`src/rtl/hack_rom_loader.sv`:
```
// rtl/hack_rom_loader.sv - framed byte-stream boot loader for the Hack instruction ROM
//
// Receives LEN(16b) | N payload words | CSUM(16b), all as big-endian byte pairs,
// and writes each payload word into the instruction ROM write port. The CPU stays
// in reset (cpu_hold=1) until a complete image with a matching checksum is stored.
//
// Ports:
//   Clk          clock, all state on rising edge
//   Reset        asynchronous, active-low reset
//   start        1-cycle pulse, begins a new load from IDLE/DONE/ERROR
//   in_valid     stream byte valid
//   in_data      stream byte
//   in_ready     loader accepts a byte this cycle
//   rom_we       ROM write strobe, one cycle per word
//   rom_addr     ROM write address (holds when rom_we=0)
//   rom_wdata    ROM write data
//   cpu_hold     active-high CPU reset
//   busy         load in progress
//   done         image stored and verified (sticky until next start)
//   error        bad length or checksum (sticky until next start)
//   words_loaded words written in the current/last load
module hack_rom_loader #(
    parameter int DEPTH      = 1024,
    parameter int ADDR_W     = 10,
    parameter bit AUTO_START = 1'b1
) (
    input  logic              Clk,
    input  logic              Reset,
    input  logic              start,
    input  logic              in_valid,
    input  logic [7:0]        in_data,
    output logic              in_ready,
    output logic              rom_we,
    output logic [ADDR_W-1:0] rom_addr,
    output logic [15:0]       rom_wdata,
    output logic              cpu_hold,
    output logic              busy,
    output logic              done,
    output logic              error,
    output logic [ADDR_W:0]   words_loaded
);

    typedef enum logic [3:0] {
        S_IDLE,
        S_LEN_HI,
        S_LEN_LO,
        S_DATA_HI,
        S_DATA_LO,
        S_CSUM_HI,
        S_CSUM_LO,
        S_DONE,
        S_ERROR
    } state_t;

    state_t            state;
    state_t            next_state;
    logic              load_q;
    logic [7:0]        hi_byte;
    logic [15:0]       sum;
    logic [ADDR_W:0]   len_q;
    logic              accept;
    logic              start_ok;
    logic [15:0]       rx_word;
    logic [ADDR_W:0]   words_next;
    logic              next_is_load;

    // The handshake flags are registered from next_state, so they read 0 while
    // Reset is asserted and come up one edge after release.
    assign in_ready   = load_q;
    assign busy       = load_q;
    assign accept     = in_valid & load_q;
    assign rx_word    = {hi_byte, in_data};
    assign words_next = words_loaded + (ADDR_W+1)'(1);
    assign start_ok   = start & ((state == S_IDLE) | (state == S_DONE) | (state == S_ERROR));

    always_comb begin
        next_state = state;
        case (state)
            S_IDLE, S_DONE, S_ERROR: if (start) next_state = S_LEN_HI;
            S_LEN_HI:  if (accept) next_state = S_LEN_LO;
            S_LEN_LO: begin
                if (accept) begin
                    if ((rx_word == 16'd0) || ({16'd0, rx_word} > 32'(DEPTH)))
                        next_state = S_ERROR;
                    else
                        next_state = S_DATA_HI;
                end
            end
            S_DATA_HI: if (accept) next_state = S_DATA_LO;
            S_DATA_LO: begin
                if (accept) next_state = (words_next == len_q) ? S_CSUM_HI : S_DATA_HI;
            end
            S_CSUM_HI: if (accept) next_state = S_CSUM_LO;
            S_CSUM_LO: begin
                if (accept) next_state = (rx_word == sum) ? S_DONE : S_ERROR;
            end
            default:   next_state = S_IDLE;
        endcase
    end

    always_comb begin
        next_is_load = 1'b0;
        case (next_state)
            S_LEN_HI, S_LEN_LO, S_DATA_HI, S_DATA_LO, S_CSUM_HI, S_CSUM_LO: next_is_load = 1'b1;
            default: next_is_load = 1'b0;
        endcase
    end

    always_ff @(posedge Clk or negedge Reset) begin
        if (!Reset) begin
            state        <= AUTO_START ? S_LEN_HI : S_IDLE;
            load_q       <= 1'b0;
            hi_byte      <= 8'd0;
            sum          <= 16'd0;
            len_q        <= '0;
            rom_we       <= 1'b0;
            rom_addr     <= '0;
            rom_wdata    <= 16'd0;
            cpu_hold     <= 1'b1;
            done         <= 1'b0;
            error        <= 1'b0;
            words_loaded <= '0;
        end else begin
            state    <= next_state;
            load_q   <= next_is_load;
            done     <= (next_state == S_DONE);
            error    <= (next_state == S_ERROR);
            cpu_hold <= (next_state != S_DONE);
            rom_we   <= 1'b0;

            if (start_ok) begin
                words_loaded <= '0;
                sum          <= 16'd0;
                rom_addr     <= '0;
            end

            if (accept) begin
                case (state)
                    S_LEN_HI, S_DATA_HI, S_CSUM_HI: hi_byte <= in_data;
                    // Only a legal length reaches DATA_HI, so the truncation is lossless there.
                    S_LEN_LO: len_q <= rx_word[ADDR_W:0];
                    S_DATA_LO: begin
                        rom_we       <= 1'b1;
                        rom_addr     <= words_loaded[ADDR_W-1:0];
                        rom_wdata    <= rx_word;
                        words_loaded <= words_next;
                        sum          <= sum + rx_word;
                    end
                    default: ;
                endcase
            end
        end
    end

endmodule

```
`config.mk`:
```
export PLATFORM = sky130hd
export DESIGN_NAME = hack_rom_loader
export DESIGN_NICKNAME = d
export VERILOG_FILES = /design/src/rtl/hack_rom_loader.sv
export SDC_FILE = /design/constraint.sdc
export NUM_CORES = 1
export LEC_CHECK = 0
export BUFFER_PORTS_ARGS = -buffer_cell sky130_fd_sc_hd__buf_2
export CAP_MARGIN = 10
export CORE_ASPECT_RATIO = 0.7
export CORE_MARGIN = 3
export CORE_UTILIZATION = 40
export CTS_BUF_LIST = sky130_fd_sc_hd__clkbuf_8
export CTS_CLUSTER_SIZE = 30
export DETAILED_ROUTE_END_ITERATION = 6
export PLACE_DENSITY = 0.66
export SLEW_MARGIN = 20
export SYNTH_ARGS = -nofsm -noshare
export SYNTH_HDL_FRONTEND = slang
export SYNTH_SLANG_ARGS = --single-unit
```
`constraint.sdc`:
```
create_clock -name Clk -period 2.69 [get_ports Clk]
set_clock_uncertainty 0.2 [all_clocks]
set_input_delay 0.4035 -clock Clk [delete_from_list [all_inputs] [get_ports Clk]]
set_output_delay 0.4035 -clock Clk [all_outputs]
set_load 0.02 [all_outputs]
```
==> flow_metrics.py, run 1 <==
metrics = {
    "die": {
        "die_x_um": 131,
        "die-area_sq_mm": 0.0122,
        "rows": 31,
        "coreArea_sq_mm": 0.0105,
        "start_util_pct": 41.6,
        "die_height_um": 93.3,
        "num_io_pins": 55,
    },
    "final_layout": {
        "fillers": 998,
        "antennaDiodeCount": 0,
        "postLayoutCellArea_sq_mm": 0.00529,
        "ff_latch_area_sq_mm": 0.00203,
        "multi_input_area_sq_mm": 0.00224,
        "syn2layout_area_growth_pct": 21.4,
        "fin_nets": 568,
        "drive_gt1_share_pct": 27.8,
    },
    "logic_synthesis": {
        "synthFlopType": "dfrtp_1",
        "yosysWarnings": 0,
        "synthCells": 453,
        "yosysSeqAreaShare_pct": 46.6,
        "syn-cell-area_sq_mm": 0.00436,
        "synth-edff-count": 0,
        "syn_nets": 482,
        "async_flop_share_pct": 100,
        "ys_ff_latch": 81,
        "syn_avg_cell_area_sq_um": 9.62,
        "synth_cell_types": 60,
    },
    "global_route": {
        "grt_usage_pct": 18.9,
        "grt_pass1_wl_mm": 18.0,
        "grt_max_degree": 47,
        "antenna_found_initial": 0,
        "grt_pass1_vias": 3551,
        "grt_overflow": 0,
    },
    "drt": {
        "drtPass1Iterations": 4,
        "num_vias": 3713,
        "initialDrtViolationCount": 235,
        "routedWlPerCell_um": 16.5,
        "viasPerCell": 5.49,
        "wirelength_mm": 11.2,
        "ant_nets": 0,
        "route.detailed.drc": 0,
    },
    "clocking": {
        "cts_root_buffer": "clkbuf_8",
        "cts_buffers": 9,
        "cts_tree": "done",
        "clk_path_buf_depth": 2,
        "h-tree-depth": 3,
        "clk_pin_slew_ps": 90,
        "cts_sinks": 81,
        "worstSkewPairLatency_ps": 370,
    },
    "place": {
        "hpwl_mm": 8.15,
        "place_area_sq_mm": 0.00503,
        "gp_congestion": 0.888,
        "numPortBuffers": 54,
    },
    "setup_path": {
        "crit_fanout": 3,
        "r2r_slack_ps": 110,
        "crit_arrival_ps": 2630,
        "r2r_cells": 8,
        "worstSetupPathType": "flop to flop",
        "cp_common_cell": "a311oi_2",
        "slowest_delay_ps": 540,
        "crit_start": "sum[1]",
        "worstPathCellList": "ha_1, or4_1, nor2_2, a311oi_2, a311oi_2, o21ai_2, a211oi_4, a31oi_1",
        "worstSetupEndpoint": "busy",
        "worstPathRequired_ps": 2740,
        "r2r-end": "busy",
        "timing.rr.start": "sum[1]",
        "cp-end-kind": "flop",
        "slowest_stage": "or4_1",
        "startpoint_type": "flop",
    },
    "sta": {
        "slew_viol_final": 0,
        "tightest_slew_ps": 598,
        "fmax_mhz": 388,
        "rsz0062_at_grt": "no",
        "max_slew_margin_pct": 60.1,
        "report.final.hold_viol_count": 0,
        "hold_ws_ps": 123,
        "fin_crit_sh_pct": 95.7,
        "finalSetupViolations": 0,
        "fin_crit_ps": 2580,
    },
    "power": {
        "ir_drop_mv": 0.259,
        "p_total_mw": 4.33,
        "p_leak_nw": 2.57,
        "p_per_area_mw_per_mm2": 818,
    },
    "worst_hold_path": {
        "hold_path.class": "input port to flop",
        "hp-start": "in_data[2]",
    },
    "run": {
        "cap_viol_max_count": 0,
    },
    "status": {
        "status": "complete, no violations",
    },
}
==> cell usage after synthesis (all sizes together), types with 2 or more instances <==
library cell / number / area [sq um]
a32o: 2 / 20.0
nand2b: 5 / 31.3
or2: 2 / 12.5
nor4: 6 / 37.5
ha: 16 / 200
or4: 3 / 22.5
a22o: 11 / 96.3
nor2: 24 / 97.6
nor2b: 2 / 12.5
a41oi: 2 / 17.5
a21oi: 19 / 95.1
clkbuf: 12 / 45.0
nand3: 12 / 85.1
o211ai: 3 / 22.5
nor4b: 2 / 23.8
and2: 2 / 12.5
inv: 18 / 67.6
a311oi: 2 / 17.5
a211oi: 3 / 35.0
nand2: 81 / 307
nand4: 5 / 31.3
o21ai: 44 / 220
xor2: 16 / 140
xnor2: 12 / 105
buf: 8 / 37.5
o41ai: 2 / 17.5
dfrtp: 79 / 1980
or3: 3 / 18.8
mux2: 17 / 191
dfstp: 2 / 52.6
nor3: 10 / 61.3
a31oi: 9 / 56.3
==> what timing repair did <==
action	in CTS	in global routing
hold buffers	1	0
hold endpoints to repair	45	0
buffers inserted	0	1
gates resized for setup	0	12
endpoints found under the setup margin	0	7
==> cells by family after synthesis <==
| kind of cell | after synthesis | synth area share (%) |
|---|---|---|
| AO/OA/AOI/OAI | 106 | 15.5 |
| adder cells (fa/ha/maj) | 17 | 5.05 |
| AND/OR/NAND/NOR | 164 | 18.7 |
| multiplexers | 18 | 4.62 |
| XOR/XNOR | 29 | 6.15 |
| flip-flops | 81 | 46.6 |
| buffers and inverters | 38 | 3.45 |
==> routing by layer <==
metal | vias up | share of wire [%] | GRT usage, %
li1 | 1777 | - | -
met1 | 1832 | 47 | 27.6
met2 | 92 | 45 | 28.4
met3 | 12 | 6.2 | 4.97
met4 | 0 | 1.1 | 3.51
met5 | - | 0 | 0
==> worst min path at each step <==
stage          depth (start not counted)      endpoint  slack, ps
3_5_place_dp                           1   rom_addr[8]        260
6_report                               3  rom_wdata[2]        120
3_3_place_gp                           1   rom_addr[8]        250
4_1_cts                                3  rom_wdata[2]        110
2_1_floorplan                          0          busy        -90
5_1_grt                                3  rom_wdata[2]        130
==> placed cells by master, fill, tap and decap left out, types with 11 or more instances in the layout <==
cell / n
a21oi_1: 16
a22o_1: 11
buf_2: 53
buf_4: 39
dfrtp_1: 78
ha_1: 14
inv_1: 19
mux2_2: 17
nand2_1: 80
nor2_1: 22
o21ai_0: 41
xnor2_1: 12
xor2_1: 16
==> flip-flops by register name, indices dropped and copies added (netlist names) <==
| name | count |
|---|---|
| rom_we | 1 |
| cpu_hold | 1 |
| error | 1 |
| state | 4 |
| sum | 16 |
| rom_addr | 10 |
| hi_byte | 8 |
| busy | 1 |
| len_q | 11 |
| words_loaded | 11 |
| done | 1 |
| rom_wdata | 16 |
==> metrics by stage <==
step	util (%)	worst slack, ps	TNS [ps]	std cells
6_report	50.5	115	0	676
5_1_grt	50.5	0.992	0	676
4_1_cts	49.8	0.218	0	675
3_5_place_dp	48.1	-179	-392	658
3_3_place_gp	48.1	-113	-226	658
2_1_floorplan	-	1.94	0	453
==> final cells by class <==
| class | instances | share of cell area [%] |
|---|---|---|
| tap | 132 | 3.12 |
| clock inverter | 7 | 0.923 |
| sequential | 81 | 38.4 |
| inverter | 18 | 1.28 |
| clock buffer | 9 | 2.34 |
| timing repair buffer | 95 | 11.5 |
| multi-input combinational | 334 | 42.4 |
==> critical path: cells and delay by family (launching register included) <==
| kind | cells | cell delay [ps] |
|---|---|---|
| AO/OA/AOI/OAI | 5 | 850 |
| adder cells (fa/ha/maj) | 1 | 300 |
| flip-flops | 1 | 390 |
| AND/OR/NAND/NOR | 2 | 710 |
==> power breakdown <==
part | total [mW] | internal, mW | switching (mW)
clock network | 0.821 | 0.335 | 0.486
registers | 1.79 | 1.52 | 0.267
logic | 1.72 | 0.744 | 0.974
No activity file was read; power rests on OpenSTA's default activity.
==> run 2: changes to the inputs <==
--- a/config.mk
+++ b/config.mk
@@ -5,6 +5,7 @@
 export SDC_FILE = /design/constraint.sdc
 export NUM_CORES = 1
 export LEC_CHECK = 0
+export ABC_AREA = 1
 export BUFFER_PORTS_ARGS = -buffer_cell sky130_fd_sc_hd__buf_2
 export CAP_MARGIN = 10
 export CORE_ASPECT_RATIO = 0.7
==> flow_metrics.py, run 2 <==
metrics = {
    "status": {
        "status": "complete, no violations",
    },
    "drt": {
        "num_vias": 3929,
        "initialDrtViolationCount": 265,
        "drt-met1-wl_mm": 5.69,
        "ant_nets": 0,
        "route.met3.wl_um": 764,
        "wirelength_mm": 11.2,
        "viasPerCell": 5.09,
        "routedWlPerCell_um": 14.5,
        "drtPass1Iterations": 5,
        "top_layer": "met4",
        "route.detailed.drc": 0,
        "wl_met2_mm": 4.62,
    },
    "logic_synthesis": {
        "synthFlopType": "dfrtp_1",
        "async_flop_share_pct": 100,
        "yosysSeqAreaShare_pct": 45.9,
        "synthTopCellsByArea": "dfrtp_1 45%, nand2_1 12%, o21ai_0 6.8%",
        "syn_nets": 588,
        "synth-edff-count": 0,
        "post-synth-top-count-cell": "nand2_1",
        "synth_top_family_by_area": "simple AND/OR/NAND/NOR gates",
        "synth_cell_types": 40,
        "yosys.area_share.simple_pct": 25.5,
        "synth_top_area_share_pct": 44.7,
        "synth-adder-area-share_pct": 4.98,
        "syn-cell-area_sq_mm": 0.00442,
        "yosysWarnings": 0,
        "synth_compound_area_share_pct": 14.5,
        "synthTopCellsByCount": "140 x nand2_1, 79 x dfrtp_1, 64 x inv_1",
        "synthXorXnorAreaFrac_pct": 1.59,
        "synthCells": 559,
        "netlist.top_cell.by_area": "dfrtp_1",
        "synthMuxAreaShare_pct": 0,
        "syn_avg_cell_area_sq_um": 7.91,
        "ys_ff_latch": 81,
    },
    "clocking": {
        "clk_pin_slew_ps": 90,
        "cts_tree": "done",
        "cts_sinks": 81,
        "cts_root_buffer": "clkbuf_8",
        "postCtsSetupBuffers": 0,
        "clk_path_buf_depth": 2,
        "cts_buffers": 9,
        "h-tree-depth": 3,
        "worstSkewPairLatency_ps": 370,
    },
    "setup_path": {
        "cp_common_cell": "nand2_1",
        "slowest_stage": "dfrtp_1",
        "cp_num_buf_inv": 1,
        "worstPathRequired_ps": 2750,
        "crit_arrival_ps": 2440,
        "slowest_delay_ps": 410,
        "worstPathCellList": "ha_1, inv_2, nor2_2, nand3_1, nand2_1, nand2_1, nand2_1, nand2_1, nor2_1, nand2_1, o21ai_2, nand3_1, nor2_1, nor2_2",
        "startpoint_type": "flop",
        "crit_fanout": 9,
        "worstSetupPathType": "flop to flop",
        "cp-end-kind": "flop",
        "path_delay_family": "simple AND/OR/NAND/NOR gates",
    },
    "die": {
        "die_height_um": 94.0,
        "coreArea_sq_mm": 0.0106,
        "rows": 31,
        "die-area_sq_mm": 0.0124,
        "die_x_um": 132,
        "num_io_pins": 55,
        "start_util_pct": 41.9,
    },
    "sta": {
        "max_slew_margin_pct": 55.2,
        "rsz0062_at_grt": "no",
        "finalSetupViolations": 0,
        "fin_crit_ps": 2390,
        "slew_viol_final": 0,
        "fin_crit_sh_pct": 88.8,
        "report.final.hold_viol_count": 0,
        "fmax_mhz": 419,
        "tightest_slew_ps": 666,
        "tns_ps": 0,
    },
    "global_route": {
        "grt_pass1_wl_mm": 19.2,
        "grt_overflow": 0,
        "grt_max_degree": 44,
        "antenna_found_initial": 0,
        "grt_pass1_vias": 3780,
        "grt_usage_pct": 19.5,
    },
    "final_layout": {
        "final_common_cell": "nand2_1",
        "reg_top3": "rom_wdata: 16 flops, sum: 16 flops",
        "final_cell_mix": "140 x nand2_1, 79 x dfrtp_1, 64 x inv_1, 59 x o21ai_0, 53 x buf_2",
        "fin_nets": 648,
        "postLayoutCellArea_sq_mm": 0.00510,
        "drive_gt1_share_pct": 17.5,
        "syn2layout_area_growth_pct": 15.5,
        "antennaDiodeCount": 0,
        "fillers": 1078,
    },
    "run": {
        "cap_viol_max_count": 0,
    },
    "power": {
        "p_per_area_mw_per_mm2": 737,
        "ir_drop_mv": 0.409,
        "p_leak_nw": 2.63,
    },
    "worst_hold_path": {
        "hold_path.class": "input port to flop",
    },
    "place": {
        "gp_congestion": 0.885,
        "numPortBuffers": 54,
        "place_area_sq_mm": 0.00489,
        "hpwl_mm": 8.43,
    },
}
==> run 2: metrics by stage <==
step | setup slack (ps) | hold WS (ps) | std cells | utilization, % | power [mW]
after floorplan | 325 | -92.1 | 559 | - | 2.44
after global placement | 103 | 236 | 755 | 46.3 | 2.80
after detailed placement | 79.3 | 231 | 755 | 46.3 | 2.84
after CTS | 237 | 182 | 772 | 48.4 | 3.79
after global routing | 20.1 | 202 | 772 | 48.4 | 4.03
final | 301 | 189 | 772 | 48.4 | 3.76
==> run 2: kinds of logic after synthesis <==
logic type                 Yosys count
buffers and inverters               84
DFF                                 81
AOI/OAI and AO/OA                  115
adders and majority gates           17
and+or+nand+nor                    254
xor gates and xnor gates             8
==> run 2: area by class of cell <==
cell class,count,area (sq um),area share (%)
Sequential cell,81,2030,39.8
Inverter,68,255,5.00
Clock inverter,6,67.6,1.32
Timing Repair Buffer,65,370,7.25
Clock buffer,10,138,2.70
Multi-Input combinational cell,394,2060,40.3
Tap cell,148,185,3.63
==> run 2: worst register-to-register path: stages, from the launching register on <==
cell,delay (ps)
dfrtp_1,410
ha_1,380
inv_2,90
nor2_2,180
nand3_1,90
nand2_1,80
nand2_1,60
nand2_1,60
nand2_1,60
nor2_1,80
nand2_1,100
o21ai_2,200
nand3_1,100
nor2_1,130
nor2_2,50
==> run 2: worst paths after layout <==
check,startpoint,endpoint,slack (ps),cells after the start
min in group asynchronous,Reset,rom_addr[7],380,2
hold / removal,in_data[0],len_q[0],190,3
setup / recovery,words_loaded[1],busy,300,14
setup reg to reg,words_loaded[1],busy,300,14
max in group asynchronous,Reset,len_q[7],1340,3
hold reg to reg,rom_addr[6],rom_addr[6],280,2
==> run 2: report_power, final <==
| group | internal (mW) | leakage [nW] | switching (mW) |
|---|---|---|---|
| registers | 1.44 | 1.10 | 0.198 |
| logic | 0.393 | 1.43 | 0.792 |
| clock network | 0.456 | 0.0985 | 0.482 |
| total | 2.29 | 2.63 | 1.47 |
==> run 2: metal layers <==
layer / up-vias / global-route usage [%]
li1: 1962 / -
met1: 1821 / 28.0
met2: 133 / 29.1
met3: 13 / 5.19
met4: 0 / 5.33
met5: - / 0
==> run 2: repair_timing <==
action	4_1_cts	5_1_grt
hold buffers	1	0
setup endpoints to repair	0	1
endpoints found under the hold margin	39	0
resized for setup	0	2
